<file path="src/rtl/fbc_pkg.sv">
// Shared types and default timing constants for the PLL feedback conditioner.
// Period limits and the loss-of-signal window are derived from the clock and the legal fb band.
package fbc_pkg;
    typedef enum logic [1:0] {
        NOSIG    = 2'd0,
        ARMED    = 2'd1,
        TRACKING = 2'd2
    } state_e;

    localparam int CLK_HZ       = 50_000_000;
    localparam int FREQ_MIN_HZ  = 50_000;
    localparam int FREQ_MAX_HZ  = 400_000;
    localparam int PERIOD_MIN   = CLK_HZ / FREQ_MAX_HZ;
    localparam int PERIOD_MAX   = CLK_HZ / FREQ_MIN_HZ;
    // Five periods of the slowest legal input without an edge means the signal is gone.
    localparam int NOSIG_CYCLES = 5 * CLK_HZ / FREQ_MIN_HZ;
endpackage

</file>
<file path="src/rtl/fb_conditioner_if.sv">
// Qualified feedback outputs handed to the phase comparator, frequency loop and display.
interface fb_conditioner_if #(parameter int PERIOD_W = 20);
    logic                fb;
    logic                fb_rise;
    logic                fb_fall;
    logic [PERIOD_W-1:0] period;
    logic                period_valid;
    logic                period_in_range;
    logic                nosig;
    logic [7:0]          glitch_cnt;

    modport master (output fb, fb_rise, fb_fall, period, period_valid,
                    period_in_range, nosig, glitch_cnt);
    modport slave  (input  fb, fb_rise, fb_fall, period, period_valid,
                    period_in_range, nosig, glitch_cnt);
endinterface

</file>
<file path="src/rtl/fb_deglitch.sv">
// Synchronizes the raw feedback pin and only lets a level through once it has held
// for GLITCH_CYCLES samples; rejected pulses are counted.
module fb_deglitch #(
    parameter int SYNC_STAGES   = 2,
    parameter int GLITCH_CYCLES = 4
) (
    input  logic       clk_50,
    input  logic       rst_n,
    input  logic       fb_u,
    output logic       fb,
    output logic       fb_rise,
    output logic       fb_fall,
    output logic       rise_evt,
    output logic       fall_evt,
    output logic [7:0] glitch_cnt
);
    logic [SYNC_STAGES-1:0] sync_q, sync_d;
    logic [7:0]             gc_q, gc_d;
    logic [7:0]             glitch_q, glitch_d;
    logic                   fb_q, fb_d;
    logic                   rise_q, rise_d;
    logic                   fall_q, fall_d;
    logic                   s;

    always_comb begin
        sync_d   = {sync_q[SYNC_STAGES-2:0], fb_u};
        s        = sync_q[SYNC_STAGES-1];
        gc_d     = gc_q;
        glitch_d = glitch_q;
        fb_d     = fb_q;
        rise_d   = 1'b0;
        fall_d   = 1'b0;
        if (s != fb_q) begin
            if (gc_q == 8'(GLITCH_CYCLES - 1)) begin
                fb_d   = s;
                gc_d   = 8'd0;
                rise_d = s;
                fall_d = ~s;
            end else begin
                gc_d = gc_q + 8'd1;
            end
        end else if (gc_q != 8'd0) begin
            // Input fell back before qualifying: that was a glitch.
            gc_d = 8'd0;
            if (glitch_q != 8'hFF) glitch_d = glitch_q + 8'd1;
        end
    end

    always_ff @(posedge clk_50) begin
        if (!rst_n) begin
            sync_q   <= '0;
            gc_q     <= 8'd0;
            glitch_q <= 8'd0;
            fb_q     <= 1'b0;
            rise_q   <= 1'b0;
            fall_q   <= 1'b0;
        end else begin
            sync_q   <= sync_d;
            gc_q     <= gc_d;
            glitch_q <= glitch_d;
            fb_q     <= fb_d;
            rise_q   <= rise_d;
            fall_q   <= fall_d;
        end
    end

    // Events lead the strobes by one cycle so downstream state lands with the strobe.
    assign rise_evt   = rise_d;
    assign fall_evt   = fall_d;
    assign fb         = fb_q;
    assign fb_rise    = rise_q;
    assign fb_fall    = fall_q;
    assign glitch_cnt = glitch_q;
endmodule

</file>
<file path="src/rtl/fb_conditioner.sv">
// Feedback front end: deglitched level and strobes, rise-to-rise period measurement
// with range qualification, and loss-of-signal detection.
module fb_conditioner #(
    parameter int SYNC_STAGES   = 2,
    parameter int GLITCH_CYCLES = 4,
    parameter int PERIOD_W      = 20,
    parameter int PERIOD_MIN    = fbc_pkg::PERIOD_MIN,
    parameter int PERIOD_MAX    = fbc_pkg::PERIOD_MAX,
    parameter int NOSIG_CYCLES  = fbc_pkg::NOSIG_CYCLES
) (
    input  logic                     clk_50,
    input  logic                     rst_n,
    input  logic                     fb_u,
    fb_conditioner_if.master         o
);
    import fbc_pkg::*;

    localparam int AW = $clog2(NOSIG_CYCLES + 1);

    logic                rise_evt, fall_evt, any_evt;
    state_e              state_q, state_d;
    logic [PERIOD_W-1:0] pcnt_q, pcnt_d;
    logic [PERIOD_W-1:0] period_q, period_d;
    logic                pvalid_q, pvalid_d;
    logic                inrange_q, inrange_d;
    logic                nosig_q, nosig_d;
    logic [AW-1:0]       acnt_q, acnt_d;

    fb_deglitch #(
        .SYNC_STAGES   (SYNC_STAGES),
        .GLITCH_CYCLES (GLITCH_CYCLES)
    ) u_deglitch (
        .clk_50     (clk_50),
        .rst_n      (rst_n),
        .fb_u       (fb_u),
        .fb         (o.fb),
        .fb_rise    (o.fb_rise),
        .fb_fall    (o.fb_fall),
        .rise_evt   (rise_evt),
        .fall_evt   (fall_evt),
        .glitch_cnt (o.glitch_cnt)
    );

    assign any_evt = rise_evt | fall_evt;

    always_comb begin
        state_d   = state_q;
        pcnt_d    = pcnt_q;
        period_d  = period_q;
        pvalid_d  = 1'b0;
        inrange_d = inrange_q;
        nosig_d   = nosig_q;
        acnt_d    = any_evt ? '0 :
                    (acnt_q == AW'(NOSIG_CYCLES)) ? acnt_q : acnt_q + AW'(1);

        if (state_q == NOSIG) begin
            if (rise_evt) begin
                pcnt_d  = PERIOD_W'(1);
                state_d = ARMED;
            end
        end else begin
            // A saturated count lands above PERIOD_MAX, so it reports out of range.
            pcnt_d = (pcnt_q == '1) ? pcnt_q : pcnt_q + PERIOD_W'(1);
            if (rise_evt) begin
                period_d  = pcnt_q;
                pvalid_d  = 1'b1;
                inrange_d = (pcnt_q >= PERIOD_W'(PERIOD_MIN)) &&
                            (pcnt_q <= PERIOD_W'(PERIOD_MAX));
                pcnt_d    = PERIOD_W'(1);
                state_d   = TRACKING;
            end
        end

        // Edges override timeout: acnt_d is already cleared in that case.
        if (any_evt) begin
            nosig_d = 1'b0;
        end else if (acnt_q != AW'(NOSIG_CYCLES) && acnt_d == AW'(NOSIG_CYCLES)) begin
            nosig_d   = 1'b1;
            state_d   = NOSIG;
            inrange_d = 1'b0;
        end
    end

    always_ff @(posedge clk_50) begin
        if (!rst_n) begin
            state_q   <= NOSIG;
            pcnt_q    <= '0;
            period_q  <= '0;
            pvalid_q  <= 1'b0;
            inrange_q <= 1'b0;
            nosig_q   <= 1'b1;
            acnt_q    <= '0;
        end else begin
            state_q   <= state_d;
            pcnt_q    <= pcnt_d;
            period_q  <= period_d;
            pvalid_q  <= pvalid_d;
            inrange_q <= inrange_d;
            nosig_q   <= nosig_d;
            acnt_q    <= acnt_d;
        end
    end

    assign o.period          = period_q;
    assign o.period_valid    = pvalid_q;
    assign o.period_in_range = inrange_q;
    assign o.nosig           = nosig_q;
endmodule
</file>
<file path="src/flat_wrapper.sv">
// flat-port wrapper written by rule: the top's interface ports become plain ports
module fb_conditioner_flat import fbc_pkg::*;
#(
    parameter int SYNC_STAGES   = 2,
    parameter int GLITCH_CYCLES = 4,
    parameter int PERIOD_W      = 20,
    parameter int PERIOD_MIN    = fbc_pkg::PERIOD_MIN,
    parameter int PERIOD_MAX    = fbc_pkg::PERIOD_MAX,
    parameter int NOSIG_CYCLES  = fbc_pkg::NOSIG_CYCLES
)
  (clk_50, rst_n, fb_u, o_fb, o_fb_rise, o_fb_fall, o_period, o_period_valid, o_period_in_range, o_nosig, o_glitch_cnt);
  fb_conditioner_if #(.PERIOD_W(PERIOD_W)) o_i ();
  input  logic clk_50;
  input  logic rst_n;
  input  logic fb_u;
  output wire logic [$bits(o_i.fb)-1:0] o_fb;
  output wire logic [$bits(o_i.fb_rise)-1:0] o_fb_rise;
  output wire logic [$bits(o_i.fb_fall)-1:0] o_fb_fall;
  output wire logic [$bits(o_i.period)-1:0] o_period;
  output wire logic [$bits(o_i.period_valid)-1:0] o_period_valid;
  output wire logic [$bits(o_i.period_in_range)-1:0] o_period_in_range;
  output wire logic [$bits(o_i.nosig)-1:0] o_nosig;
  output wire logic [$bits(o_i.glitch_cnt)-1:0] o_glitch_cnt;
  assign o_fb = o_i.fb;
  assign o_fb_rise = o_i.fb_rise;
  assign o_fb_fall = o_i.fb_fall;
  assign o_period = o_i.period;
  assign o_period_valid = o_i.period_valid;
  assign o_period_in_range = o_i.period_in_range;
  assign o_nosig = o_i.nosig;
  assign o_glitch_cnt = o_i.glitch_cnt;
  fb_conditioner #(.SYNC_STAGES(SYNC_STAGES), .GLITCH_CYCLES(GLITCH_CYCLES), .PERIOD_W(PERIOD_W), .PERIOD_MIN(PERIOD_MIN), .PERIOD_MAX(PERIOD_MAX), .NOSIG_CYCLES(NOSIG_CYCLES)) u_core (.clk_50(clk_50), .rst_n(rst_n), .fb_u(fb_u), .o(o_i));
endmodule
</file>
<file path="config.mk">
export PLATFORM = sky130hd
export DESIGN_NAME = fb_conditioner_flat
export DESIGN_NICKNAME = d
export VERILOG_FILES = /design/src/rtl/fbc_pkg.sv /design/src/rtl/fb_conditioner_if.sv /design/src/rtl/fb_deglitch.sv /design/src/rtl/fb_conditioner.sv /design/src/flat_wrapper.sv
export SDC_FILE = /design/constraint.sdc
export NUM_CORES = 1
export LEC_CHECK = 0
export BUFFER_PORTS_ARGS = -buffer_cell sky130_fd_sc_hd__buf_2
export CORE_MARGIN = 8
export CORE_UTILIZATION = 55
export CTS_CLUSTER_DIAMETER = 100
export CTS_CLUSTER_SIZE = 30
export DETAILED_ROUTE_END_ITERATION = 10
export PLACE_DENSITY = 0.71
export RECOVER_POWER = 50
export SKIP_CTS_REPAIR_TIMING = 1
export SLEW_MARGIN = 20
export SYNTH_ARGS = -nofsm -noshare
export SYNTH_HDL_FRONTEND = slang
export SYNTH_SLANG_ARGS = --single-unit
</file>
<file path="constraint.sdc">
create_clock -name clk_50 -period 3.5 [get_ports clk_50]
set_input_delay 1.05 -clock clk_50 [delete_from_list [all_inputs] [get_ports clk_50]]
set_output_delay 1.05 -clock clk_50 [all_outputs]
set_load 0.01 [all_outputs]
</file>
### Yosys cells after proc, flatten, opt, wreduce, memory -nomap -nowiden

Index checks and enable logic that the tools add are counted.

| storage, ports and cells | value |
|---|---|
| word-level logic and storage cells | 69 |
| input port bits | 3 |
| bits in registers | 79 |
| output and inout bits | 34 |

| cells by class | value |
|---|---|
| $add $sub $neg | 4 |
| multiplexer cells | 25 |
| eq/ne operators | 9 |
| reductions and logical operators | 11 |
| bitwise logic cells | 5 |
| $lt $le $gt $ge | 2 |

Operators with widths:

| operator | count |
|---|---|
| $mux W20 | 4 |
| $eq A13 B13 Y1 const B | 2 |
| $mux W13 | 2 |
| $mux W8 | 3 |
| $add A20 B1 Y20 const B | 1 |
| $eq A20 B20 Y1 const B | 1 |
| $ge A20 B7 Y1 const B | 1 |
| $le A20 B10 Y1 const B | 1 |
| $add A8 B1 Y8 const B | 2 |
| $add A13 B1 Y13 const B | 1 |
| $ne A13 B13 Y1 const B | 1 |
| $mux W1 | 11 |
| $mux W2 | 5 |
| $eq A8 B2 Y1 const B | 1 |
| $ne A8 B8 Y1 const B | 1 |
| $reduce_bool A8 Y1 | 1 |
| $reduce_and A2 Y1 | 3 |
| $ne A2 B1 Y1 const B | 2 |
| $not A1 Y1 | 4 |
| $reduce_bool A2 Y1 | 2 |
| $reduce_and A3 Y1 | 1 |
| $logic_and A1 B1 Y1 | 2 |
| $logic_not A2 Y1 | 1 |
| $reduce_or A2 Y1 | 1 |
| 2 further kinds | 2 |

### Depth between registers and ports, before layout

Gate-level depths: netlist of the first run.

| logic depth | value |
|---|---|
| word-level depth | 9 |
| mapped depth | 8 |
| gate-level depth less buffers | 8 |

### Modules after synthesis

From an unflattened synthesis of the first run, not the netlist that was laid out.

| second synthesis, totals | value |
|---|---|
| cells, all modules | 450 |
| area, all modules | 3,833.7 um^2 |

Modules (own cells, without submodules):

| module | area each (um^2) | times used | cells an instance |
|---|---|---|---|
| fb_conditioner | 2,824.0 | 1 | 337 |
| fb_deglitch | 1,009.7 | 1 | 113 |

### Worst setup path after synthesis of the first run

OpenSTA, ideal clock, no wires.

| path | value |
|---|---|
| kind | flip-flop to flip-flop |
| start point | register u_core.acnt_q[0] |
| end point | register u_core.state_q[1] |
| slack | 1,033 ps |
| data arrival time | 2,328 ps |
| stages on the path, launching flop included | 9 |
| period minus slack after synthesis | 2,467 ps |
| required time | 3,361 ps |
| path through | dfxtp_1 > ha_1 > buf_2 > inv_1 > nor4_4 > mux2_2 > o211a_1 > o41ai_1 > nor2_1 |

| on the way | value |
|---|---|
| longest elaborated chain between the ends | 7 |

Ends and longest elaborated chain:

| element | RTL line | text |
|---|---|---|
| from (decl) | fb_conditioner.sv:27 | `logic [AW-1:0] acnt_q, acnt_d;` |
| from (signal assigned) | fb_conditioner.sv:100 | `acnt_q <= acnt_d;` |
| $add A13 B1 Y13 / $eq A13 B13 Y1 (equally long branches) | fb_conditioner.sv:54 | `(acnt_q == AW'(NOSIG_CYCLES)) ? acnt_q : acnt_q + AW'(1);` |
| $mux W13 | fb_conditioner.sv:54 |  |
| $mux W13 | fb_conditioner.sv:53 | `acnt_d = any_evt ? '0 :` |
| $eq A13 B13 Y1 | fb_conditioner.sv:77 | `end else if (acnt_q != AW'(NOSIG_CYCLES) && acnt_d == AW'(NOSIG_CYCLES)) begin` |
| $logic_and A1 B1 Y1 * | fb_conditioner.sv:77 |  |
| $mux W2 * | fb_conditioner.sv:77 |  |
| $mux W2 * | fb_conditioner.sv:75 | `if (any_evt) begin` |
| to (signal assigned) | fb_conditioner.sv:94 | `state_q <= state_d;` |
| to (decl) | fb_conditioner.sv:21 | `state_e state_q, state_d;` |

Mark *: on every way between the ends. The rest lies on a longest branch, timed or not.
A chain may end at the register's enable or synchronous reset.

### Worst setup path in the final report of the first run

Same ends and word-level chain as after synthesis.

==> results of run 1 <==
[cells by family (layout without fill, tap and decap cells)]
logic type / after synthesis / count (layout)
buf+inv: 30 / 66
xor+xnor: 39 / 39
compound gates: 59 / 59
fa+ha+maj: 9 / 9
flops: 79 / 79
simple gates: 206 / 206
mux: 4 / 4
[sequential cells by signal (all words and copies together), names as in the netlist, 2 cells and up]
| name | cells |
|---|---|
| u_core.u_deglitch.sync_q | 2 |
| u_core.acnt_q | 13 |
| u_core.o.period | 20 |
| u_core.u_deglitch.glitch_cnt | 8 |
| u_core.pcnt_q | 20 |
| u_core.u_deglitch.gc_q | 8 |
| u_core.state_q | 2 |
[power by group through the flow]
stage	sequential [mW]	clock [mW]	combinational, mW
2_1_floorplan	0.931	0	0.0349
3_3_place_gp	0.931	0	0.0447
3_5_place_dp	0.932	0	0.0456
4_1_cts	0.910	0.817	0.0459
5_1_grt	0.911	0.850	0.0499
6_report	0.910	0.796	0.0443
[area by class of cell]
type                    instances  area [um^2]  area share, %
clock buffers                  10        137.6          3.416
clock inverters                 4        95.09          2.360
inverters                      13        48.80          1.211
multi-input cells             317         1911          47.42
flip-flops and latches         79         1582          39.25
well taps                      77        96.34          2.391
repair buffers                 39        158.9          3.944
[worst max-delay path, delay by kind of cell (launching register included)]
kind	cells	cell delay (ps)
and+or+nand+nor	2	490
AOI/OAI and AO/OA	2	900
DFF	1	430
buffers and inverters	1	130
adders and majority gates	1	360
muxes	1	380
[placed cells by master, fill, tap and decap left out, types with 3 or more instances in the layout]
master / n
a21oi_1: 36
a31oi_1: 5
and3_1: 8
buf_4: 3
bufinv_16: 3
clkbuf_1: 35
clkbuf_8: 10
dfxtp_1: 79
ha_1: 9
inv_1: 12
mux2i_1: 3
nand2_1: 65
nand3_1: 14
nand4_1: 14
nor2_1: 60
nor3_1: 13
nor3b_1: 3
nor4_1: 3
or2_2: 3
xnor2_1: 22
xor2_1: 17
[synthesized netlist by cell type, types with 2 or more instances]
cell and instances:
a211oi_1 2, a21oi_1 36, a31oi_1 5, and2_1 2, and3_1 8, buf_2 2, buf_4 2, buf_6 3
clkbuf_1 7, dfxtp_1 79, ha_1 9, inv_1 12, mux2i_1 3, nand2_1 65, nand2b_1 2, nand3_1 14
nand3_2 2, nand4_1 14, nand4b_1 2, nor2_1 60, nor2_2 2, nor2b_1 2, nor3_1 13, nor3b_1 3
nor4_1 3, nor4_4 2, o211a_1 2, o211ai_1 2, o21ai_0 2, or2_2 3, xnor2_1 22, xor2_1 17
[routing by layer]
| layer | global-route usage (%) | share of wire (%) | vias up |
|---|---|---|---|
| met1 | 20.55 | 48 | 1387 |
| met3 | 3.485 | 4.8 | 17 |
| met2 | 25.25 | 44 | 71 |
| met4 | 10.72 | 2.8 | 0 |
| li1 | - | - | 1518 |
| met5 | 0 | 0 | - |
[through the flow]
stage               power, mW  utilization (%)  worst slack [ps]  cells
floorplan              0.9656                -              1033    426
global placement       0.9759            60.23             767.4    525
detailed placement     0.9772            60.23             711.2    525
CTS                     1.773            63.87             681.8    539
global route            1.812            63.09             508.9    539
finish                  1.751            63.09             670.9    539
[final timing paths]
check	end	slack, ps
worst max-delay path	u_core.state_q[1]	670
worst min register to register	u_core.o.period[17]	450
worst min-delay path	u_core.o.period[17]	450
worst max register to register	u_core.state_q[1]	670
==> reports/summary.txt, run 1 <==
outcome: finished, final reports clean
post-synthesis register bit count: 79
n_diodes: 0
Pins Over Slew Limit: 0
switching pwr: 349.7 uW
Final GP Congestion: 0.8607
Fmax: 353.5 MHz
crit-path cells: ha_1 -> inv_1 -> nor4_4 -> mux2_2 -> o211a_1 -> o41ai_1 -> nor2_1
Register-to-Register Path Depth: 7
measured slew at the worst slew-check pin: 994.5 ps
Finished Cell Area: 4029 um^2
mapped cell area: 3655 um^2
TritonCTS Buffers: 9
Setup TNS: 0 ps
WS Path Type: flop to flop
clock buffer depth: 2
CTS tree: done
share of cells above drive strength 1: 7.143%
core footprint: 6386 um^2
synth unique cells: 56
Area contributors post-synth: dfxtp_1, nand2_1, nor2_1, xnor2_1, a21oi_1
unrepaired setup endpoints after global routing: no
Post-Route Skew: 6.970 ps
asr flop ratio synth: 0%
row cnt: 29
Synth Area per Inst: 8.579 um^2
layout net count: 471
Peak VDD IR: 301.8 uV
Synth Flop Type: dfxtp_1
largest net degree at the start of global routing: 22
routed wire length: 7599 um
largest family of logic cells by synthesized area: simple AND/OR/NAND/NOR gates
Hold Startpoint: u_core.o.period[17]
Post-Synth XOR/XNOR Area: 9.346%
HP Class: flop to flop
Gate Count Post-Synth: 426
P_int: 1.402 mW
min cycle time layout: 2829 ps
first drt pass iteration count: 4
max-cap violations: 0
H-tree level count: 3
Leak: 1.389 nW
reg2reg start: u_core.acnt_q[0]
max incr delay on CP: 700 ps
Die Ht: 97.52 um
Post-Synth Simple-Gate Area: 28.11%
CP startpoint kind: flop
Starting Density: 57.23%
Cell Area, Placed: 3846 um^2
Post-synth EDFFs: 0
CP max-delay cell: o41ai_1
total gr overflow: 0
PwrDens: 434.7 nW/um^2
yosys warns: 0
Area Growth Syn to Fin: 10.24%
first-pass GRT wire length: 13410 um
hold path depth: 2
# clock sinks: 79
mux contribution to synthesized area: 1.130%
Skew-Pair Late Insertion Delay: 340 ps
combinational share of power: 2.5%
critical path fanouts, max: 9
post-DR vias/cell: 5.553
# port buffers: 36
Residual DRC: 0
adder-cell share of the synthesized area: 3.081%
Seq/Total Area, Yosys: 43.27%
DPL Wire Length: 5275 um
vias in the first global route: 2992
die width: 97.52 um
Net Sw Frac: 19.97%
worst path required time: 3700 ps
die area: 9509 um^2
WL/cell: 14.10 um
GRT Total Usage: 16.54%
Final setup viols: 0
Synth top area share: 43.27%
clock power share: 45.5%
final period utilization: 80.83%
initial antenna violation count: 0
worst hold margin: 452.1 ps
Crit. Startpoint: u_core.acnt_q[0]
Post-Syn Nets: 438
ANT nets after route: 0
DR iter-0 viols: 103
Yosys top cell by area: dfxtp_1
root buffer cell: clkbuf_8
I/O pins: 37
routed vias: 2993
arrival time worst endpoint: 3030 ps
clk slew on worst S/H paths: 80 ps
Layout fillers: 590
sequential fraction of design power: 52.0%
final hold violation count: 0
Synth Area in Compound Gates: 10.78%
endpoint kind of the worst setup timing path: flop
Slew HR: 33.25%
Power figures use the tool's default switching activity.
==> inputs of run 2 (changes only) <==
--- a/config.mk
+++ b/config.mk
@@ -5,6 +5,7 @@
 export SDC_FILE = /design/constraint.sdc
 export NUM_CORES = 1
 export LEC_CHECK = 0
+export ABC_AREA = 1
 export BUFFER_PORTS_ARGS = -buffer_cell sky130_fd_sc_hd__buf_2
 export CORE_MARGIN = 8
 export CORE_UTILIZATION = 55
==> constraint.sdc (replaced) <==
create_clock -name clk_50 -period 2.8 [get_ports clk_50]
set_input_delay 0.84 -clock clk_50 [delete_from_list [all_inputs] [get_ports clk_50]]
set_output_delay 0.84 -clock clk_50 [all_outputs]
set_load 0.01 [all_outputs]
==> reports/summary.txt, run 2 <==
outcome: finished, final reports clean
core footprint: 7098 um^2 (+11%)
n_diodes: 0 (unchanged)
Synth Flop Type: dfxtp_1
worst hold margin: 425.1 ps (-27.00 ps)
Residual DRC: 0 (unchanged)
Synth top area share: 39.94% (-3.3 points)
hold path depth: 2 (unchanged)
total gr overflow: 0 (unchanged)
max incr delay on CP: 750 ps (+50 ps)
Final GP Congestion: 0.9977 (+16%)
routed wire length: 9670 um (+27%)
Leak: 1.770 nW (+27%)
ANT nets after route: 0 (unchanged)
CP startpoint kind: input port
Post-Syn Nets: 574 (+31%)
unrepaired setup endpoints after global routing: no
asr flop ratio synth: 0% (unchanged)
yosys warns: 0 (unchanged)
WL/cell: 13.79 um (-2.2%)
mapped cell area: 3960 um^2 (+8.4%)
Gate Count Post-Synth: 562 (+32%)
DPL Wire Length: 6988 um (+32%)
final period utilization: 85.48%
Register Area: 1582 um^2 (unchanged)
Pins Over Slew Limit: 0 (unchanged)
Area contributors post-synth: dfxtp_1, nand2_1, nor2_1, inv_1, o21ai_0
share of cells above drive strength 1: 10.13% (+3.0 points)
CP max-delay cell: clkbuf_1
footprint of the multi-input gates: 1993 um^2 (+4.3%)
TritonCTS Buffers: 9 (unchanged)
WS Path Type: input port to flop
routed vias: 3653 (+22%)
initial antenna violation count: 0 (unchanged)
Area Growth Syn to Fin: 10.58%
worst path required time: 3090 ps (-610 ps)
# port buffers: 36 (unchanged)
die width: 100.9 um (+3.4%)
endpoint kind of the worst setup timing path: flop
layout net count: 609 (+29%)
max-cap violations: 0 (unchanged)
Starting Density: 55.79% (-1.4 points)
count leader, synth: nand2_1
arrival time worst endpoint: 2680 ps (-350 ps)
Skew-Pair Late Insertion Delay: 350 ps (about the same)
Final setup viols: 0 (unchanged)
post-synthesis register bit count: 79 (unchanged)
HP Class: flop to flop
Synth Area per Inst: 7.046 um^2 (-18%)
Post-synth EDFFs: 0 (unchanged)
vias in the first global route: 3607 (+21%)
min cycle time layout: 2393 ps
PwrDens: 495.8 nW/um^2 (+14%)
root buffer cell: clkbuf_8
clock buffer depth: 2 (unchanged)
post-DR vias/cell: 5.211 (-6.2%)
first drt pass iteration count: 5 (+1)
measured slew at the worst slew-check pin: 909.3 ps (-85.21 ps)
CP most frequent cell: clkbuf_1
Layout fillers: 667 (+13%)
Die Ht: 100.9 um (+3.4%)
GRT Total Usage: 20.26% (+3.7 points)
Setup TNS: 0 ps (unchanged)
commonest non-fill, non-tap cell in the layout: nand2_1
Seq/Total Area, Yosys: 39.94% (-3.3 points)
clk slew on worst S/H paths: 80 ps (about the same)
crit-path cells: clkbuf_1 -> clkbuf_1 -> o21ai_0 -> a22oi_2
DR iter-0 viols: 160 (+55%)
Peak VDD IR: 310.0 uV (+2.7%)
Post-Route Skew: 8.662 ps (+1.691 ps)
critical path fanouts, max: 22 (+13)
Yosys top cell by area: dfxtp_1
die area: 10170 um^2 (+7.0%)
row cnt: 31 (+6.9%)
CTS tree: done
Fmax: 417.8 MHz
Slew HR: 39.38% (+6.1 points)
largest net degree at the start of global routing: 36 (+64%)
# clock sinks: 79 (unchanged)
Register-to-Register Path Depth: 10 (+3)
H-tree level count: 3 (unchanged)
Post-synth top cells: nand2_1, dfxtp_1, nor2_1
I/O pins: 37 (unchanged)
synth unique cells: 40 (-29%)
commonest cells after routing, fill and taps aside: nand2_1, nor2_1, dfxtp_1, inv_1
final core area utilization: 61.70% (-1.4 points)
first-pass GRT wire length: 16640 um (+24%)
final hold violation count: 0 (unchanged)
-- run 2: changes by cell type in the layout (fill, tap and decap cells not counted), moves of 6 or more --
| cell | change |
|---|---|
| nand3_1 | +25 |
| nand2_2 | +6 |
| xor2_1 | -11 |
| inv_2 | +6 |
| nor2_2 | +7 |
| nand2_1 | +32 |
| xnor2_1 | -19 |
| o21ai_0 | +37 |
| and3_1 | -6 |
| inv_1 | +58 |
| nor2_1 | +19 |
| buf_2 | +6 |
-- run 2: cell type report --
type                    instances  area share, %
repair buffers                 38          3.486
inverters                      78          6.771
multi-input cells             391          45.51
clock buffers                  11          3.457
well taps                      99          2.829
flip-flops and latches         79          36.11
clock inverters                 5          1.829
-- run 2: path summary, 6_finish.rpt --
kind	from	end	slack, ps
max	rst_n	u_core.pcnt_q[7]	410
min reg2reg	u_core.u_deglitch.sync_q[0]	u_core.u_deglitch.sync_q[1]	430
min	u_core.u_deglitch.sync_q[0]	u_core.u_deglitch.sync_q[1]	430
max reg2reg	u_core.u_deglitch.gc_q[1]	u_core.o.period_in_range	410
-- run 2: critical path, delay by kind of cell --
kind | cells | cell delay [ps]
buf+inv | 2 | 1340
compound gates | 2 | 480
-- run 2: where the power goes --
group | switching, mW | internal [mW] | total (mW)
logic | 0.0472 | 0.0175 | 0.0646
registers | 0.00733 | 1.13 | 1.14
clock network | 0.420 | 0.549 | 0.969
total | 0.475 | 1.70 | 2.17
-- run 2: through the flow --
step | worst slack (ps) | std cells | power (mW) | cell area, um^2
floorplan | 1161 | 562 | 1.210 | 3960
global placement | 680.4 | 685 | 1.229 | 4195
detailed placement | 486.4 | 685 | 1.230 | 4195
CTS | 432.8 | 701 | 2.191 | 4427
global route | 152.1 | 701 | 2.250 | 4379
finish | 406.5 | 701 | 2.171 | 4379
-- run 2: per-layer routing --
layer	share of wire (%)	GRT usage, %
met3	3.9	3.384
met4	2.3	9.651
met2	49	34.74
met1	45	23.90
met5	0	0
-- run 2: cells by family after synthesis --
kind of cell / after synthesis / synth area share (%)
XOR/XNOR: 9 / 1.991
adder cells (fa/ha/maj): 9 / 2.844
AND/OR/NAND/NOR: 282 / 33.43
flip-flops: 79 / 39.94
AO/OA/AOI/OAI: 91 / 12.20
buffers and inverters: 92 / 9.605
==> inputs of run 3 (changes only) <==
--- a/config.mk
+++ b/config.mk
@@ -5,7 +5,6 @@
 export SDC_FILE = /design/constraint.sdc
 export NUM_CORES = 1
 export LEC_CHECK = 0
-export ABC_AREA = 1
 export BUFFER_PORTS_ARGS = -buffer_cell sky130_fd_sc_hd__buf_2
 export CORE_MARGIN = 8
 export CORE_UTILIZATION = 55
==> reports/summary.txt, run 3 (same netlist as run 1, synthesis figures left out) <==
Hold EP: u_core.u_deglitch.sync_q[1]
first drt pass iteration count: 4 (-1)
Pins Over Slew Limit: 0 (unchanged)
initial antenna violation count: 0 (unchanged)
Setup TNS: 0 ps (unchanged)
routed vias: 3002 (-18%)
layout net count: 477 (-22%)
Starting Density: 57.23% (+1.4 points)
DPL Wire Length: 5452 um (-22%)
Die Ht: 97.52 um (-3.3%)
Final GP Congestion: 0.8510 (-15%)
die width: 97.52 um (-3.3%)
Residual DRC: 0 (unchanged)
# port buffers: 36 (unchanged)
WS Path Type: flop to flop
HP Class: flop to flop
unrepaired setup endpoints after global routing: no
ANT nets after route: 0 (unchanged)
Peak VDD IR: 307.2 uV (-0.92%)
hold path depth: 1 (-1)
clk slew on worst S/H paths: 70 ps (about the same)
measured slew at the worst slew-check pin: 798.5 ps (-110.8 ps)
share of cells above drive strength 1: 7.692% (-2.4 points)
combinational share of power: 3.1% (about the same)
final hold violation count: 0 (unchanged)
n_diodes: 0 (unchanged)
clock power share: 36.2% (-8.4 points)
DR iter-0 viols: 126 (-21%)
clock buffer depth: 2 (unchanged)
total gr overflow: 0 (unchanged)
Register-to-Register Path Depth: 8 (-2)
max-cap violations: 0 (unchanged)
worst path required time: 3010 ps (-80 ps)
WL/cell: 13.62 um (-1.3%)
# clock sinks: 79 (unchanged)
Area Growth Syn to Fin: 9.072%
endpoint kind of the worst setup timing path: flop
arrival time worst endpoint: 2760 ps (+80 ps)
routed wire length: 7421 um (-23%)
capture point of the worst reg-to-reg path: u_core.o.period_in_range
final period utilization: 91.10% (+5.6 points)
row cnt: 29 (-6.5%)
Net Sw Frac: 22.13% (+0.28 points)
min cycle time layout: 2551 ps (+157.2 ps)
Skew-Pair Late Insertion Delay: 340 ps (about the same)
Leak: 1.371 nW (-23%)
reg2reg setup slack: 250 ps (-160 ps)
PwrDens: 470.3 nW/um^2 (-5.1%)
Layout fillers: 584 (-12%)
first-pass GRT wire length: 12900 um (-22%)
die area: 9509 um^2 (-6.5%)
fin cells: 545 (-22%)
power consumption: 1.875 mW (-14%)
Post-Route Skew: 7.542 ps (-1.120 ps)
I/O pins: 37 (unchanged)
commonest cells after routing, fill and taps aside: dfxtp_1, nand2_1, nor2_1, clkbuf_1, a21oi_1
critical path fanouts, max: 9 (-59%)
Hold Startpoint: u_core.u_deglitch.sync_q[0]
P_int: 1.460 mW (-14%)
switching pwr: 415.0 uW (-13%)
largest net degree at the start of global routing: 22 (-39%)
commonest non-fill, non-tap cell in the layout: dfxtp_1
vias in the first global route: 2873 (-20%)
root buffer cell: clkbuf_8
GRT Total Usage: 16.00% (-4.3 points)
worst hold margin: 439.7 ps (+14.64 ps)
Fmax: 392.1 MHz (-6.2%)
reg2reg start: u_core.acnt_q[0]
placed cells: 531 (-22%)
Final setup viols: 0 (unchanged)
CTS tree: done
core footprint: 6386 um^2 (-10%)
H-tree level count: 3 (unchanged)
outcome: finished, final reports clean
TritonCTS Buffers: 9 (unchanged)
post-DR vias/cell: 5.508 (+5.7%)
Slew HR: 46.77% (+7.4 points)
CP startpoint kind: flop
sequential fraction of design power: 60.7% (+8.3 points)
run 3: cell types whose count changed in the layout (fill, tap and decap cells not counted), sizes merged, moves of 3 or more:
cell	change
a31oi	+3
and3	+6
clkbuf	+6
inv	-65
mux2i	+3
nand2	-40
nand3	-27
nand4	-3
nor2	-30
nor3b	+3
o21ai	-43
or2	+3
xnor2	+19
xor2	+11
run 3: critical path: stages (launching register included):
cell,delay (ps)
dfxtp_1,430
ha_2,310
inv_1,110
nor4_4,370
mux2_2,380
o211a_1,210
o41ai_1,380
buf_4,200
a21oi_1,40
run 3: per-stage QoR:
stage / instance area, um^2 / worst slack (ps) / util, %
final: 3986 / 249.3 / 62.42
after detailed placement: 3891 / 196.7 / 60.93
after global placement: 3891 / 290.9 / 60.93
after CTS: 4036 / 149.4 / 63.21
after floorplan: 3655 / 332.8 / -
after global routing: 3986 / 99.08 / 62.42
run 3: cell type report:
type	count	area, um^2	share of cell area, %
multi-input combinational	317	1914	48.02
sequential	79	1582	39.67
timing repair buffer	45	200.2	5.022
clock buffer	12	135.1	3.390
tap	77	96.34	2.417
inverter	13	48.80	1.224
clock inverter	2	10.01	0.2511
run 3: how the worst max path moves through the flow:
stage | cells past startpoint | endpoint | slack, ps | startpoint
global route | 8 | u_core.o.period_in_range | 100 | u_core.acnt_q[0]
finish | 8 | u_core.o.period_in_range | 250 | u_core.acnt_q[0]
CTS | 8 | u_core.o.period_in_range | 150 | u_core.acnt_q[0]
detailed placement | 8 | u_core.o.period_in_range | 200 | u_core.acnt_q[0]
global placement | 8 | u_core.o.period_in_range | 290 | u_core.acnt_q[0]
floorplan | 8 | u_core.state_q[1] | 330 | u_core.acnt_q[0]
run 3: routing by layer:
metal	vias to the layer above	global-route usage [%]	part of all wire, %
met5	-	0	0
met4	0	6.643	1.5
met1	1405	19.39	48
li1	1524	-	-
met2	65	25.66	45
met3	8	4.765	5.3
run 3: power by group through the flow:
stage / clock network, mW / logic, mW / registers, mW
floorplan: 0 / 0.0436 / 1.16
global placement: 0 / 0.0591 / 1.16
detailed placement: 0 / 0.0597 / 1.16
CTS: 0.700 / 0.0600 / 1.14
global route: 0.748 / 0.0650 / 1.14
finish: 0.678 / 0.0581 / 1.14
